## config.mk

```make
export PLATFORM = sky130hd
export DESIGN_NAME = mirror_line_ctrl_flat
export DESIGN_NICKNAME = d
export VERILOG_FILES = /design/src/rtl/mirror_pkg.sv /design/src/rtl/mirror_line_ctrl_if.sv /design/src/rtl/mirror_rd_seq.sv /design/src/rtl/mirror_line_ctrl.sv /design/src/flat_wrapper.sv
export SDC_FILE = /design/constraint.sdc
export NUM_CORES = 1
export LEC_CHECK = 0
export CAP_MARGIN = 20
export CORE_ASPECT_RATIO = 0.8
export CORE_MARGIN = 8
export CORE_UTILIZATION = 51
export DETAILED_ROUTE_END_ITERATION = 8
export PLACE_DENSITY = 0.77
export SYNTH_ARGS = -nofsm -noshare
export SYNTH_HDL_FRONTEND = slang
export SYNTH_SLANG_ARGS = --single-unit
```

## constraint.sdc

```tcl
create_clock -name iCCD_PIXCLK -period 5.3 [get_ports iCCD_PIXCLK]
set_clock_uncertainty 0.2 [all_clocks]
set_input_delay 0.795 -clock iCCD_PIXCLK [delete_from_list [all_inputs] [get_ports iCCD_PIXCLK]]
set_output_delay 0.795 -clock iCCD_PIXCLK [all_outputs]
set_load 0.03 [all_outputs]
```

## src/rtl/mirror_pkg.sv

```systemverilog
// Shared types and default sizes for the CCD horizontal-mirror line sequencer.
package mirror_pkg;

    localparam int DEF_LINE_W = 320;
    localparam int DEF_ADDR_W = 10;

    typedef enum logic [1:0] {
        W_IDLE    = 2'd0,
        W_FILL    = 2'd1,
        W_DISCARD = 2'd2
    } wr_state_t;

    typedef enum logic {
        R_IDLE = 1'b0,
        R_READ = 1'b1
    } rd_state_t;

endpackage

```

## src/rtl/mirror_line_ctrl_if.sv

```systemverilog
// Capture-side and RAM-side signals of the mirror line sequencer.
interface mirror_line_ctrl_if #(
    parameter int ADDR_W = 10
);
    logic              iCCD_DVAL;
    logic              iMIRROR_EN;
    logic [ADDR_W-1:0] oWR_ADDR;
    logic              oWR_BANK;
    logic              oWREN;
    logic [ADDR_W-1:0] oRD_ADDR;
    logic              oRD_BANK;
    logic              oRD_EN;
    logic              oCCD_DVAL;
    logic              oLINE_DONE;
    logic              oOVERRUN;

    modport master (
        output iCCD_DVAL, iMIRROR_EN,
        input  oWR_ADDR, oWR_BANK, oWREN, oRD_ADDR, oRD_BANK,
               oRD_EN, oCCD_DVAL, oLINE_DONE, oOVERRUN
    );

    modport slave (
        input  iCCD_DVAL, iMIRROR_EN,
        output oWR_ADDR, oWR_BANK, oWREN, oRD_ADDR, oRD_BANK,
               oRD_EN, oCCD_DVAL, oLINE_DONE, oOVERRUN
    );
endinterface

```

## src/rtl/mirror_rd_seq.sv

```systemverilog
// Read sequencer: issues len read addresses, counting down (mirror) or up (straight).
module mirror_rd_seq
    import mirror_pkg::*;
#(
    parameter int ADDR_W = DEF_ADDR_W
) (
    input  logic              clk,
    input  logic              rst,
    input  logic              start,
    input  logic [ADDR_W:0]   len,
    input  logic              mirror,
    output logic              rd_en,
    output logic [ADDR_W-1:0] rd_addr,
    output logic              busy,
    output logic              last
);
    localparam logic [ADDR_W:0] ONE = (ADDR_W+1)'(1);

    rd_state_t       state_reg, state_next;
    logic [ADDR_W:0] rcnt_reg, rcnt_next;
    logic [ADDR_W:0] len_reg, len_next;
    logic            mirror_reg, mirror_next;

    always_ff @(posedge clk or posedge rst) begin
        if (rst) begin
            state_reg  <= R_IDLE;
            rcnt_reg   <= '0;
            len_reg    <= '0;
            mirror_reg <= 1'b0;
        end else begin
            state_reg  <= state_next;
            rcnt_reg   <= rcnt_next;
            len_reg    <= len_next;
            mirror_reg <= mirror_next;
        end
    end

    always_comb begin
        state_next  = state_reg;
        rcnt_next   = rcnt_reg;
        len_next    = len_reg;
        mirror_next = mirror_reg;
        rd_en       = 1'b0;
        last        = 1'b0;
        case (state_reg)
            R_READ: begin
                rd_en = 1'b1;
                last  = mirror_reg ? (rcnt_reg == '0) : (rcnt_reg == len_reg - ONE);
                if (last) begin
                    state_next = R_IDLE;
                    rcnt_next  = '0;
                end else begin
                    rcnt_next = mirror_reg ? rcnt_reg - ONE : rcnt_reg + ONE;
                end
            end
            default: ;
        endcase
        // A new line may start on the very cycle the previous one issues its last address.
        if (start && (state_reg == R_IDLE || last)) begin
            state_next  = R_READ;
            len_next    = len;
            mirror_next = mirror;
            rcnt_next   = mirror ? len - ONE : '0;
        end
    end

    assign busy    = (state_reg == R_READ);
    assign rd_addr = rcnt_reg[ADDR_W-1:0];

endmodule

```

## src/rtl/mirror_line_ctrl.sv

```systemverilog
// Ping-pong line-buffer sequencer: writes a line in one bank while reading the previous one out of the other.
module mirror_line_ctrl
    import mirror_pkg::*;
#(
    parameter int LINE_W = DEF_LINE_W,
    parameter int ADDR_W = DEF_ADDR_W
) (
    input  logic               iCCD_PIXCLK,
    input  logic               iRST,
    mirror_line_ctrl_if.slave  bus
);
    localparam logic [ADDR_W:0] ONE       = (ADDR_W+1)'(1);
    localparam logic [ADDR_W:0] LINE_LEN  = (ADDR_W+1)'(LINE_W);
    localparam logic [ADDR_W:0] LAST_ADDR = (ADDR_W+1)'(LINE_W - 1);

    wr_state_t       wr_state_reg, wr_state_next;
    logic [ADDR_W:0] wcnt_reg, wcnt_next;
    logic            wr_bank_reg, rd_bank_reg;
    logic            line_done_reg, overrun_reg, ccd_dval_reg;

    logic            wr_en;
    logic [ADDR_W:0] beat_addr;
    logic            complete;
    logic [ADDR_W:0] comp_len;
    logic            rd_start, rd_free;
    logic            rd_en, rd_busy, rd_last;
    logic [ADDR_W-1:0] rd_addr;

    always_comb begin
        wr_state_next = wr_state_reg;
        wcnt_next     = wcnt_reg;
        wr_en         = 1'b0;
        beat_addr     = '0;
        complete      = 1'b0;
        comp_len      = '0;
        case (wr_state_reg)
            W_IDLE: begin
                if (bus.iCCD_DVAL) begin
                    wr_en = 1'b1;
                    if (LAST_ADDR == '0) begin
                        complete      = 1'b1;
                        comp_len      = LINE_LEN;
                        wr_state_next = W_DISCARD;
                    end else begin
                        wr_state_next = W_FILL;
                        wcnt_next     = ONE;
                    end
                end
            end
            W_FILL: begin
                beat_addr = wcnt_reg;
                if (bus.iCCD_DVAL) begin
                    wr_en = 1'b1;
                    if (wcnt_reg == LAST_ADDR) begin
                        // Full line: anything still arriving belongs to an over-long line.
                        complete      = 1'b1;
                        comp_len      = LINE_LEN;
                        wr_state_next = W_DISCARD;
                        wcnt_next     = '0;
                    end else begin
                        wcnt_next = wcnt_reg + ONE;
                    end
                end else begin
                    complete      = 1'b1;
                    comp_len      = wcnt_reg;
                    wr_state_next = W_IDLE;
                    wcnt_next     = '0;
                end
            end
            W_DISCARD: begin
                if (!bus.iCCD_DVAL) wr_state_next = W_IDLE;
            end
            default: wr_state_next = W_IDLE;
        endcase
    end

    assign rd_free  = !rd_busy || rd_last;
    assign rd_start = complete && rd_free;

    always_ff @(posedge iCCD_PIXCLK or posedge iRST) begin
        if (iRST) begin
            wr_state_reg  <= W_IDLE;
            wcnt_reg      <= '0;
            wr_bank_reg   <= 1'b0;
            rd_bank_reg   <= 1'b1;
            line_done_reg <= 1'b0;
            overrun_reg   <= 1'b0;
            ccd_dval_reg  <= 1'b0;
        end else begin
            wr_state_reg  <= wr_state_next;
            wcnt_reg      <= wcnt_next;
            line_done_reg <= rd_start;
            overrun_reg   <= complete && !rd_free;
            ccd_dval_reg  <= rd_en;
            if (rd_start) begin
                wr_bank_reg <= ~wr_bank_reg;
                rd_bank_reg <= wr_bank_reg;
            end
        end
    end

    mirror_rd_seq #(
        .ADDR_W (ADDR_W)
    ) u_rd_seq (
        .clk     (iCCD_PIXCLK),
        .rst     (iRST),
        .start   (rd_start),
        .len     (comp_len),
        .mirror  (bus.iMIRROR_EN),
        .rd_en   (rd_en),
        .rd_addr (rd_addr),
        .busy    (rd_busy),
        .last    (rd_last)
    );

    // Write enable is combinational from DVAL, so hold it low while reset is asserted.
    assign bus.oWREN      = wr_en && !iRST;
    assign bus.oWR_ADDR   = beat_addr[ADDR_W-1:0];
    assign bus.oWR_BANK   = wr_bank_reg;
    assign bus.oRD_ADDR   = rd_addr;
    assign bus.oRD_BANK   = rd_bank_reg;
    assign bus.oRD_EN     = rd_en;
    assign bus.oCCD_DVAL  = ccd_dval_reg;
    assign bus.oLINE_DONE = line_done_reg;
    assign bus.oOVERRUN   = overrun_reg;

endmodule

```

## src/flat_wrapper.sv

```systemverilog
// flat-port wrapper written by rule: the top's interface ports become plain ports
module mirror_line_ctrl_flat import mirror_pkg::*;
#(
    parameter int LINE_W = DEF_LINE_W,
    parameter int ADDR_W = DEF_ADDR_W
)
  (iCCD_PIXCLK, iRST, bus_iCCD_DVAL, bus_iMIRROR_EN, bus_oWR_ADDR, bus_oWR_BANK, bus_oWREN, bus_oRD_ADDR, bus_oRD_BANK, bus_oRD_EN, bus_oCCD_DVAL, bus_oLINE_DONE, bus_oOVERRUN);
  mirror_line_ctrl_if #(.ADDR_W(ADDR_W)) bus_i ();
  input  logic iCCD_PIXCLK;
  input  logic iRST;
  input wire logic [$bits(bus_i.iCCD_DVAL)-1:0] bus_iCCD_DVAL;
  input wire logic [$bits(bus_i.iMIRROR_EN)-1:0] bus_iMIRROR_EN;
  output wire logic [$bits(bus_i.oWR_ADDR)-1:0] bus_oWR_ADDR;
  output wire logic [$bits(bus_i.oWR_BANK)-1:0] bus_oWR_BANK;
  output wire logic [$bits(bus_i.oWREN)-1:0] bus_oWREN;
  output wire logic [$bits(bus_i.oRD_ADDR)-1:0] bus_oRD_ADDR;
  output wire logic [$bits(bus_i.oRD_BANK)-1:0] bus_oRD_BANK;
  output wire logic [$bits(bus_i.oRD_EN)-1:0] bus_oRD_EN;
  output wire logic [$bits(bus_i.oCCD_DVAL)-1:0] bus_oCCD_DVAL;
  output wire logic [$bits(bus_i.oLINE_DONE)-1:0] bus_oLINE_DONE;
  output wire logic [$bits(bus_i.oOVERRUN)-1:0] bus_oOVERRUN;
  assign bus_i.iCCD_DVAL = bus_iCCD_DVAL;
  assign bus_i.iMIRROR_EN = bus_iMIRROR_EN;
  assign bus_oWR_ADDR = bus_i.oWR_ADDR;
  assign bus_oWR_BANK = bus_i.oWR_BANK;
  assign bus_oWREN = bus_i.oWREN;
  assign bus_oRD_ADDR = bus_i.oRD_ADDR;
  assign bus_oRD_BANK = bus_i.oRD_BANK;
  assign bus_oRD_EN = bus_i.oRD_EN;
  assign bus_oCCD_DVAL = bus_i.oCCD_DVAL;
  assign bus_oLINE_DONE = bus_i.oLINE_DONE;
  assign bus_oOVERRUN = bus_i.oOVERRUN;
  mirror_line_ctrl #(.LINE_W(LINE_W), .ADDR_W(ADDR_W)) u_core (.iCCD_PIXCLK(iCCD_PIXCLK), .iRST(iRST), .bus(bus_i));
endmodule
```

==> results by group <==
CTS
  • Clock root cell: sky130_fd_sc_hd__clkbuf_8
  • Post-CTS resize count: 0
  • CTS tree: done
  • Clock buffer count from CTS: 5
  • Clock slew seen by the registers of the worst setup and hold paths: 90 ps
  • Source-to-sink clock delay at the later pin of the worst-skew pair: around 310 ps
  • Total number of H-tree levels: 2
  • Number of buffers on the longest clock path: 2
  • # clock sinks: 42
  • Post-CTS setup-driven buffer insertion count: 0
  • Hold buffers post-CTS: 0

Placement
  • Placer Congestion: between 0.8 and 0.9
  • Total of buffers placed on input and output ports: 30
  • Dpl hpwl: 5152 µm
  • Count of placed standard cells including taps: 422
  • Pre-CTS worst setup slack: between 1500 and 2000 ps

Routing
  • Mean number of vias per cell: 5.907
  • WL met1: 3374 µm
  • DRC violation count after routing: 0
  • Final routed wire length divided by cell count: 16.32 µm
  • Via count of the routed design: 2540
  • Violation count after the first detailed-routing iteration: 234
  • Final WL: 7017 µm
  • Detail Route met3 WL: slightly above 400 µm
  • Number of detailed-route iterations in the first pass: 6
  • Number of nets with antenna violations after routing: 0
  • Highest metal layer used by the detailed router: met4
  • Length of routed met2 wiring: 3128 µm

Final layout
  • # diodes: 0
  • Layout Utilization: 57.64%
  • Number of nets in the finished design: 365
  • Post-route insts no fill: 430
  • Layout cell share with drive strength beyond 1: 6.304%
  • Area added between synthesis and finish: 11.36%

GRT
  • GRT overflow: 0
  • Antenna violations before repair: 0
  • Wire length of the first global-routing pass: between 10000 and 15000 µm
  • Overall Global Routing Usage: 17.17%
  • Number of global-route vias before repair: 2423
  • Pin count of the biggest net entering global routing: 43

Critical path
  • Crit-path most repeated cell: sky130_fd_sc_hd__clkdlybuf4s50_1
  • Slowest-stage cell, CP: sky130_fd_sc_hd__clkdlybuf4s50_1
  • Startpoint type of the worst setup path: input port
  • Number of cells on the critical path: 4
  • Critical Setup Path Class: in2out
  • Required time worst endpoint: 4300 ps
  • Arrival time at the worst endpoint: around 2500 ps
  • Max FO, Critical Path: 14
  • Worst r2r path cells: 8
  • Crit path capture type: output port
  • Delay-heaviest family, CP: buffers and inverters
  • Maximum single-stage delay on the critical path: 760 ps
  • Combined buffer and inverter count along the critical path: 2
  • Cell Chain, Critical Path: clkdlybuf4s50_1 -> nand2b_1 -> nor2_1 -> clkdlybuf4s50_1

Synthesis
  • Number of enable flip-flop cells after synthesis: 0
  • Post-synthesis share of cell area spent on and, or, nand and nor gates: 22.64%
  • Net count of the mapped netlist: 355
  • Fraction of the mapped netlist area in adder cells: 5.681%
  • Commonest cells post-synth: sky130_fd_sc_hd__dfrtp_1, sky130_fd_sc_hd__nor2_1, sky130_fd_sc_hd__nand2_1
  • Syn Area/Cell: approximately 9 µm²
  • Dominant cell by count in the synthesized netlist: sky130_fd_sc_hd__dfrtp_1
  • YS warnings: 0
  • Top flip-flop cell by instance count after synthesis: sky130_fd_sc_hd__dfrtp_1
  • Register area share after synthesis: approximately a third
  • Dominant combinational cell family by area after synthesis: simple AND/OR/NAND/NOR gates
  • Number of storage elements in the synthesis netlist: 42
  • Post-synthesis instance area: 0.002995 mm²
  • Proportion of synthesized flip-flops having asynchronous set or reset: between 90% and 100%
  • Xor/xnor share of the synthesized area: 9.357%
  • Top-area cell type share of the netlist area: 34.25%
  • Post-synthesis compound-gate area fraction: around 17%
  • Post-synthesis cell type count: 51
  • Gate Count Post-Synth: 338
  • Top post-synthesis cells by area: sky130_fd_sc_hd__dfrtp_1, sky130_fd_sc_hd__xnor2_1, sky130_fd_sc_hd__ha_1, sky130_fd_sc_hd__nor2_1, sky130_fd_sc_hd__o21ai_0
  • Post-synth top area cell: sky130_fd_sc_hd__dfrtp_1
  • Mux contribution to synthesized area: under 10%

STA
  • Unrepaired setup endpoints after global routing: false
  • Worst slew margin relative to its limit: 46.23%
  • Final Hold Violating Endpoints: 0
  • Tmin final: 3446 ps
  • Top achievable clock speed: just under 300 MHz
  • Final worst path period share: 65.02%
  • Slew @ Worst Pin: 803.6 ps
  • Slew Limit Fails: 0
  • Final setup viols: 0
  • Post-route setup TNS: 0 ps
  • Post-route setup slack: 1854 ps

Hold path
  • Number of stages on the worst hold path: 0
  • Tightest Hold Check Type: reg2reg

Power and ir drop
  • Power density of the placed cells: around 480 mW/mm²
  • Largest vdd supply drop: 0.2332 mV
  • Leak: 1.363 nW

Floorplan
  • Starting density of the core: between 50% and 60%
  • Placeable Area: 0.005787 mm²
  • Horiz. Die Dim: 101.7 µm
  • Area of the die: 0.008597 mm²
  • Vertical die dimension: 84.55 µm
  • I/O pin total: 31
  • Placement row count: 25

Status
  • Status: finished, final reports clean

Flow run
  • Number of max-cap violations: 0
[per-layer routing]
| layer | track usage, % | up-vias |
|---|---|---|
| met5 | 0 | - |
| met2 | 25.21 | 74 |
| met3 | 3.884 | 14 |
| met1 | 23.96 | 1226 |
| li1 | - | 1226 |
| met4 | 5.803 | 0 |
[metrics by stage]
step / hold slack, ps / instance area, µm² / total power [W]
2_1_floorplan: 296.6 / 2995 / 0.001210
3_3_place_gp: 241.7 / 3246 / 0.001361
3_5_place_dp: 251.4 / 3246 / 0.001386
4_1_cts: 271.1 / 3336 / 0.001599
5_1_grt: 291.1 / 3336 / 0.001720
6_report: 266.2 / 3336 / 0.001597
[final timing paths]
| kind | from | end | slack, ps |
|---|---|---|---|
| max | bus_iCCD_DVAL | bus_oWREN | 1850 |
| min | u_core.u_rd_seq.busy | u_core.bus.oCCD_DVAL | 270 |
| max reg2reg | u_core.u_rd_seq.len_reg[3] | u_core.u_rd_seq.len_reg[2] | 2070 |
| min reg2reg | u_core.u_rd_seq.busy | u_core.bus.oCCD_DVAL | 270 |
| max in group asynchronous | iRST | u_core.wcnt_reg[6] | 3770 |
| min in group asynchronous | iRST | u_core.wr_state_reg[0] | 750 |
[layout by cell type, fill, tap and decap left out, drive strengths merged, types with 7 or more instances in the layout]
cell	n
nand2	25
dfrtp	41
ha	12
a211oi	7
o31ai	8
clkdlybuf4s50	30
xor2	11
a221o	9
a21oi	8
nor2	35
and2	16
mux2i	7
xnor2	21
nor3	15
o21ai	22
nand3	10
[kinds of logic after synthesis]
family,count (synthesis)
XOR/XNOR,32
multiplexers,11
flip-flops,42
AO/OA/AOI/OAI,72
AND/OR/NAND/NOR,133
adder cells (fa/ha/maj),13
buffers and inverters,35
[final cells by class]
cell class                 count  area, µm²
clock inverter                 3      21.27
tap                           81      101.3
clock buffer                   5      68.82
timing repair buffer          33      322.8
inverter                       5      18.77
multi-input combinational    261       1750
fill                         520       2451
sequential                    42       1052
[report_power, final]
| group | switching [W] | total, W | leakage, nW | internal, W |
|---|---|---|---|---|
| clock | 0.000121 | 0.000214 | 0.0441 | 0.0000926 |
| sequential | 0.000125 | 0.000517 | 0.530 | 0.000391 |
| combinational | 0.000438 | 0.000866 | 0.789 | 0.000427 |
Power figures use the tool's default switching activity.
